--- src/rtl/grad_mag_bin.sv ---
// Streaming HOG gradient stage: central-difference gradient per interior pixel,
// squared magnitude plus a 9-bin unsigned orientation index, fixed 3-cycle latency.
module grad_mag_bin #(
    parameter int IMG_W = 64,
    parameter int IMG_H = 64,
    parameter int PIX_W = 8
) (
    input  logic                 clk,
    input  logic                 rst_n,
    input  logic                 in_valid,
    input  logic                 in_sof,
    input  logic [PIX_W-1:0]     in_pixel,
    output logic                 out_valid,
    output logic [2*PIX_W+1:0]   out_mag_sq,
    output logic [3:0]           out_bin
);

    localparam int CW = $clog2(IMG_W);
    localparam int RW = $clog2(IMG_H);
    localparam int DW = PIX_W + 1;
    localparam int SW = 2 * DW;
    localparam int PW = DW + 12;

    // Q1.10 cos/sin of 20k degrees, k = 1..8
    localparam logic signed [11:0] COS_Q10 [8] = '{
        12'sd962, 12'sd784, 12'sd512, 12'sd178,
        -12'sd178, -12'sd512, -12'sd784, -12'sd962
    };
    localparam logic signed [11:0] SIN_Q10 [8] = '{
        12'sd350, 12'sd658, 12'sd887, 12'sd1008,
        12'sd1008, 12'sd887, 12'sd658, 12'sd350
    };

    logic [CW-1:0]          r_col, w_posCol, w_nextCol;
    logic [RW-1:0]          r_row, w_posRow, w_nextRow;
    logic                   w_lastCol, w_complete, w_flush;
    logic [PIX_W-1:0]       r_lb1 [IMG_W];
    logic [PIX_W-1:0]       r_lb2 [IMG_W];
    logic [PIX_W-1:0]       r_mid0, r_mid1, r_mid2, r_top0, r_top1, r_bot0, r_bot1;
    logic                   r_winValid, r_s1Valid, r_s2Valid;
    logic signed [DW-1:0]   r_gx, r_gy, w_nx, w_ny;
    logic signed [SW-1:0]   w_gxExt, w_gyExt, r_sqx, r_sqy;
    logic signed [PW-1:0]   w_nxExt, w_nyExt;
    logic signed [PW-1:0]   r_pc [8];
    logic signed [PW-1:0]   r_ps [8];
    logic                   r_zero;
    logic [3:0]             w_binCount;

    // An in_sof pixel is always (0,0) and abandons anything still in flight
    always_comb begin
        w_flush    = in_valid & in_sof;
        w_posCol   = in_sof ? '0 : r_col;
        w_posRow   = in_sof ? '0 : r_row;
        w_lastCol  = (w_posCol == CW'(IMG_W - 1));
        w_nextCol  = w_lastCol ? '0 : w_posCol + 1'b1;
        w_nextRow  = w_posRow;
        if (w_lastCol) begin
            w_nextRow = (w_posRow == RW'(IMG_H - 1)) ? '0 : w_posRow + 1'b1;
        end
        w_complete = in_valid && (w_posRow >= RW'(2)) && (w_posCol >= CW'(2));
    end

    always_ff @(posedge clk) begin
        if (!rst_n) begin
            r_col <= '0;
            r_row <= '0;
        end else if (in_valid) begin
            r_col <= w_nextCol;
            r_row <= w_nextRow;
        end
    end

    // After accepting (R,C): mid = row R-1 cols C..C-2, top/bot = rows R-2/R at col C-1
    always_ff @(posedge clk) begin
        if (in_valid) begin
            r_lb2[w_posCol] <= r_lb1[w_posCol];
            r_lb1[w_posCol] <= in_pixel;
            r_mid0 <= r_lb1[w_posCol];
            r_mid1 <= r_mid0;
            r_mid2 <= r_mid1;
            r_top0 <= r_lb2[w_posCol];
            r_top1 <= r_top0;
            r_bot0 <= in_pixel;
            r_bot1 <= r_bot0;
        end
    end

    always_ff @(posedge clk) begin
        if (!rst_n) begin
            r_winValid <= 1'b0;
            r_s1Valid  <= 1'b0;
            r_s2Valid  <= 1'b0;
        end else begin
            r_winValid <= w_complete;
            r_s1Valid  <= r_winValid & ~w_flush;
            r_s2Valid  <= r_s1Valid & ~w_flush;
        end
    end

    always_ff @(posedge clk) begin
        if (r_winValid) begin
            r_gx <= $signed({1'b0, r_mid0}) - $signed({1'b0, r_mid2});
            r_gy <= $signed({1'b0, r_bot1}) - $signed({1'b0, r_top1});
        end
    end

    // Fold the gradient into the upper half-plane so the angle lies in [0,180)
    always_comb begin
        w_nx = r_gx;
        w_ny = r_gy;
        if (r_gy < 0 || (r_gy == 0 && r_gx < 0)) begin
            w_nx = -r_gx;
            w_ny = -r_gy;
        end
        w_gxExt = SW'(r_gx);
        w_gyExt = SW'(r_gy);
        w_nxExt = PW'(w_nx);
        w_nyExt = PW'(w_ny);
    end

    always_ff @(posedge clk) begin
        if (r_s1Valid) begin
            r_sqx  <= w_gxExt * w_gxExt;
            r_sqy  <= w_gyExt * w_gyExt;
            r_zero <= (r_gx == 0) && (r_gy == 0);
            for (int k = 0; k < 8; k++) begin
                r_pc[k] <= w_nyExt * PW'(COS_Q10[k]);
                r_ps[k] <= w_nxExt * PW'(SIN_Q10[k]);
            end
        end
    end

    always_comb begin
        w_binCount = 4'd0;
        for (int k = 0; k < 8; k++) begin
            if (r_pc[k] >= r_ps[k]) begin
                w_binCount = w_binCount + 4'd1;
            end
        end
    end

    always_ff @(posedge clk) begin
        if (!rst_n) begin
            out_valid  <= 1'b0;
            out_mag_sq <= '0;
            out_bin    <= 4'd0;
        end else begin
            out_valid <= r_s2Valid & ~w_flush;
            if (r_s2Valid && !w_flush) begin
                out_mag_sq <= $unsigned(r_sqx) + $unsigned(r_sqy);
                out_bin    <= r_zero ? 4'd0 : w_binCount;
            end
        end
    end

endmodule

--- config.mk ---
export PLATFORM = sky130hd
export DESIGN_NAME = grad_mag_bin
export DESIGN_NICKNAME = d
export VERILOG_FILES = /design/src/rtl/grad_mag_bin.sv
export SDC_FILE = /design/constraint.sdc
export NUM_CORES = 2
export LEC_CHECK = 0
export CORE_MARGIN = 2
export CORE_UTILIZATION = 35
export DETAILED_ROUTE_END_ITERATION = 7
export GPL_ROUTABILITY_DRIVEN = 0
export GPL_TIMING_DRIVEN = 1
export SLEW_MARGIN = 20
export SYNTH_ARGS = -nofsm -noshare
export SYNTH_HDL_FRONTEND = slang
export SYNTH_SLANG_ARGS = --single-unit
--- constraint.sdc ---
create_clock -name clk -period 10.4 [get_ports clk]
set_input_delay 1.56 -clock clk [delete_from_list [all_inputs] [get_ports clk]]
set_output_delay 1.56 -clock clk [all_outputs]
set_load 0.005 [all_outputs]
After elaboration in Yosys (flattened, before gate mapping)
Memories as Yosys holds them, arrays and structs flattened. A register that Yosys moved wholly into a read port is not among the register bits.
Index checks and enable logic that the tools add are counted.
{"block": "word_totals", "ramBits": 1352, "n_memories": 4, "elab_cells": 98, "in_bits": 12, "register_bits": 141}
{"block": "op_classes", "eq_ne": 2, "add_sub_neg": 15, "n_bitwise": 5, "n_mux": 20, "order_cmp": 12, "n_mul": 12, "reduce_logical": 9}
{"name": "r_lb1", "words": 64, "word_bits": 8, "rd": 1, "rd_ports_with_merged_regs": 0, "write_ports": 1, "line_no": "37", "source": "logic [PIX_W-1:0] r_lb1 [IMG_W];"}
{"name": "r_lb2", "words": 64, "word_bits": 8, "rd": 1, "rd_ports_with_merged_regs": 1, "write_ports": 1, "line_no": "38", "source": "logic [PIX_W-1:0] r_lb2 [IMG_W];"}
{"name": "r_ps", "words": 8, "word_bits": 21, "rd": 8, "rd_ports_with_merged_regs": 0, "write_ports": 8, "line_no": "45", "source": "logic signed [PW-1:0] r_ps [8];"}
{"name": "r_pc", "words": 8, "word_bits": 20, "rd": 8, "rd_ports_with_merged_regs": 0, "write_ports": 8, "line_no": "44", "source": "logic signed [PW-1:0] r_pc [8];"}
{"operator": "21-bit >= comparator", "count": 8}
{"operator": "32-bit zero test", "count": 2}
{"operator": "9-bit by 10-bit multiplier with 19-bit output (second input constant)", "count": 3}
{"operator": "9-bit by 7-bit multiplier with 16-bit output (second input constant)", "count": 3}
{"operator": "9-bit by 9-bit multiplier with 18-bit output", "count": 2}
{"operator": "9-bit by 8-bit multiplier with 17-bit output (second input constant)", "count": 2}
{"operator": "4-bit two-way mux", "count": 8}
{"operator": "6-bit two-way mux", "count": 5}
{"operator": "4-bit by 1-bit adder with 4-bit output (second input constant)", "count": 7}
{"operator": "9-bit by 11-bit multiplier with 20-bit output (second input constant)", "count": 1}
{"operator": "18-bit adder", "count": 1}
{"operator": "9-bit by 1-bit < comparator with 1-bit output (second input constant)", "count": 2}
{"operator": "9-bit by 9-bit multiplier with 18-bit output (second input constant)", "count": 1}
{"operator": "9-bit two-way mux", "count": 2}
{"operator": "9-bit negation", "count": 2}
{"operator": "8-bit by 8-bit subtractor with 9-bit output", "count": 2}
{"operator": "6-bit by 1-bit adder with 6-bit output (second input constant)", "count": 2}
{"operator": "6-bit == test (second input constant)", "count": 2}
{"operator": "6-bit by 2-bit >= comparator with 1-bit output (second input constant)", "count": 2}
{"operator": "9-bit negation with 12-bit output", "count": 1}
{"operator": "1-bit logical AND", "count": 5}
{"operator": "1-bit two-way mux", "count": 5}
{"operator": "1-bit bitwise AND", "count": 4}
{"operator": "1-bit zero test", "count": 1}
{"operator": "other kinds (2)", "count": 2}

Depth between registers and ports, before layout
An unclocked memory read counts as a cell.
{"block": "depth", "ltp_word": 18, "mapped_depth": 32, "ltp_nobuf": 32}

Worst setup path after synthesis
Ideal clock, no wire load.
{"block": "synth_path", "path_kind": "reg-to-reg", "startpoint": "register r_gy[0]", "endpoint": "memory r_ps[0][62] (netlist bit), data pin", "t_required_ns": 10.128, "period_less_slack_ns": 7.979, "stages_incl_launch_ff": 31, "path_buffers": 1, "slack_ns": 2.421, "arrival_time_ns": 7.707, "cell_sequence": "edfxtp_1 inv_1 ha_1 nand2b_1 nor4_1 nor3b_1 ha_1 a21oi_1 clkbuf_1 nor2_1 xnor2_1 inv_1 ha_1 fa_1 fa_1 fa_1 inv_1 fa_1 inv_1 ha_1 a21oi_1 o21bai_1 a21oi_1 o21bai_1 a21oi_1 o21bai_1 a21oi_1 nor2b_1 o21a_1 a21oi_1 xnor2_1"}
{"item": "start: declaration", "line_no": "41", "source": "logic signed [DW-1:0] r_gx, r_gy, w_nx, w_ny;"}
{"item": "start signal: assignment", "line_no": "103", "source": "r_gy <= $signed({1'b0, r_bot1}) - $signed({1'b0, r_top1});"}
{"item": "end: declaration", "line_no": "45"}

==> out/metrics.yaml <==
flow_run:
  cap_viol_max_count: 1
routing:
  num_vias: 44029
  first_pass_iters: 6
  ant_nets: 0
  via_per_inst: 5.31
  drtIter0Drc: 4260
  wl_um: 200000
  route.detailed.drc: 0
  avgRoutedWirePerCell_um: 24.1
yosys:
  ys_seq_elements: 1342
  synth_nets: 6313
  yosysMostFrequentCell: "edfxtp_1"
  synth_edf_count: 1304
  synth_flop_cell: "edfxtp_1"
  synthTopCellsByArea: "edfxtp_1 55%, ha_1 11%, fa_1 8.8%"
  synth_top_area_share_pct: 54.5
  ys_seq_area_share_pct: 55.6
  async_flop_share_pct: 0
  ys_types: 94
  yosysWarnings: 0
  netlist_area_mm2: 0.0718
  synth_top_area_cell: "edfxtp_1"
  synthTopCellsByCount: "1304 x edfxtp_1, 625 x ha_1, 618 x inv_1"
  avgSynthCellArea_um2: 13.4
  syn_inst: 5359
floorplan:
  start_util_pct: 35.1
  ios: 35
  fp.coreArea_mm2: 0.204
  fp.dieH_um: 457
  fp-row-count: 166
  dieArea_mm2: 0.209
  die_w_um: 457
place:
  portBuffers: 34
  hpwl_um: 133000
  place_inst: 8060
sta:
  rsz0062_at_grt: "false"
  post-route-period-util_pct: 85.4
  hold_viol_final: 0
  fmax_ghz: 0.113
  finClkSkew_ns: 0.0355
  slew_viol_final: 0
  worstMarginPinSlew_ns: 1.42
  slew_headroom_pct: 2.60
  finalSetupViolations: 0
  setup_tns_ns: 0
  period_needed_ns: 8.88
cells_and_area:
  multi_input_area_mm2: 0.0290
  nNetsFinal: 6464
  regArea_mm2: 0.0399
  antennaDiodeCount: 0
  synthToLayoutAreaGrowth_pct: 12.2
  nFillCells: 19086
  final_core_util_pct: 39.4
  stdcell_count: 8299
  drive_above_1_share_pct: 8.41
run_status:
  violations: "capacitance limit"
  status: "finished with violations"
hold_path:
  min_from: "r_bot0[3]$_DFFE_PP_"
  hold_path_depth: 0
  hold_path_class: "flip-flop to flip-flop"
global_route:
  grt-ovfl-total: 0
  first_global_vias: 44617
  grt_max_degree: 68
  grt_usage_pct: 19.0
  grt_antenna_before_repair: 3
  grt_pass1_wl_um: 296000
critical_path:
  start_kind: "flip-flop"
  startpoint: "r_gy[0]$_DFFE_PP_"
  r2r-start: "r_gy[0]$_DFFE_PP_"
  r2r_cells: 33
  critPathSlowestCell: "xor2_1"
  worst_setup_path_end_kind: "flip-flop"
  cp.arrival_ns: 9.39
  slowest_delay_ns: 0.68
  cp.required_ns: 10.91
  worst-setup-path-type: "flip-flop to flip-flop"
  cp_max_fo: 18
clocking:
  cts_max_level: 4
  postCtsSetupRepairBufs: 0
  cts-root-buf: "clkbuf_16"
  cts-resized-gates: 0
  cts_sinks: 1342
  cts_inserted_buffers: 136
  clock_latency_ns: 0.79
  cts_tree: "yes"
  clkTransAtPathRegs_ns: 0.06
  cts_hold_buf: 0
  clockBufferDepth: 3
power_and_ir_drop:
  leakage_nw: 30.7
  irDropWorstVdd_v: 0.000168
  pwr_density_cell_mw_per_mm2: 140
## path summary, 6_finish.rpt
path | endpoint | slack (ns)
worst max register to register | r_ps[0][62]$_DFFE_PP_ | 1.52
worst max-delay path | r_ps[0][62]$_DFFE_PP_ | 1.52
worst min register to register | r_bot1[3]$_DFFE_PP_ | 0.41
worst min-delay path | r_bot1[3]$_DFFE_PP_ | 0.41
## metrics by stage
stage / area, µm² / hold WS (ns) / total power [mW] / worst slack (ns)
3_3_place_gp: 76200 / 0.401 / 6.52 / 1.68
3_5_place_dp: 76200 / 0.405 / 6.53 / 1.49
2_1_floorplan: 71800 / 0.400 / 6.32 / 2.42
5_1_grt: 80600 / 0.424 / 11.6 / 0.783
6_report: 80600 / 0.412 / 11.3 / 1.52
4_1_cts: 80600 / 0.416 / 11.3 / 1.45
## cell families (layout without fill, tap and decap cells)
| logic type | Yosys count | in the layout | share of synthesized area, % |
|---|---|---|---|
| and+or+nand+nor | 793 | 793 | 5.22 |
| AOI/OAI and AO/OA | 1123 | 1123 | 10.7 |
| muxes | 100 | 100 | 1.50 |
| DFF | 1342 | 1342 | 55.6 |
| adders and majority gates | 943 | 943 | 19.7 |
| buffers and inverters | 811 | 1063 | 4.25 |
| xor gates and xnor gates | 247 | 247 | 3.03 |
## report_power, final
group          switching, mW  total, mW  internal [mW]
Combinational          0.318      0.423          0.105
Clock                   2.13       4.85           2.72
Sequential            0.0119       6.00           5.99
## worst max-delay path: cells and delay by family, from the launching register on
| family | cells | cell delay, ns |
|---|---|---|
| buf+inv | 5 | 0.94 |
| fa+ha+maj | 8 | 2.98 |
| xor+xnor | 3 | 1.02 |
| simple gates | 5 | 0.77 |
| compound gates | 12 | 2.60 |
| flops | 1 | 0.32 |
## sequential cells by signal, summed over array words and instances, names as in the netlist, 4 cells and up
register / count
out_mag_sq: 18
r_lb2: 512
r_gy: 9
r_mid1: 8
r_top0: 8
r_row: 6
r_lb1: 512
r_gx: 9
r_top1: 8
r_ps: 66
r_bot1: 8
r_sqx: 17
r_col: 6
out_bin: 4
r_mid0: 8
r_sqy: 17
r_bot0: 8
r_pc: 105
r_mid2: 8
## layout make-up
cell class                 count  share of cell area (%)
sequential                  1342                    49.6
multi-input combinational   3206                    36.0
clock buffer                 168                    4.45
tap                         2688                    4.17
inverter                     623                    2.90
timing repair buffer         201                    1.97
clock inverter                71                   0.921
## layer usage
metal	GRT usage [%]	up-vias	routed length, µm
met2	31.1	1657	93900
met1	25.3	22176	83400
li1	-	19875	-
met4	6.35	2	6910
met5	0	-	11
met3	3.59	319	15600
## cell usage in the layout, fill, tap and decap left out, types with 62 or more instances in the layout
cell type	instances
xnor2_1	202
inv_1	617
edfxtp_1	1304
a221oi_1	85
nand2_1	258
ha_1	625
fa_1	317
a22o_1	88
a21oi_1	298
a31oi_1	62
nor2_1	194
clkbuf_16	139
a22oi_1	180
o21ai_0	117
buf_4	166
No activity file was read; power rests on OpenSTA's default activity.
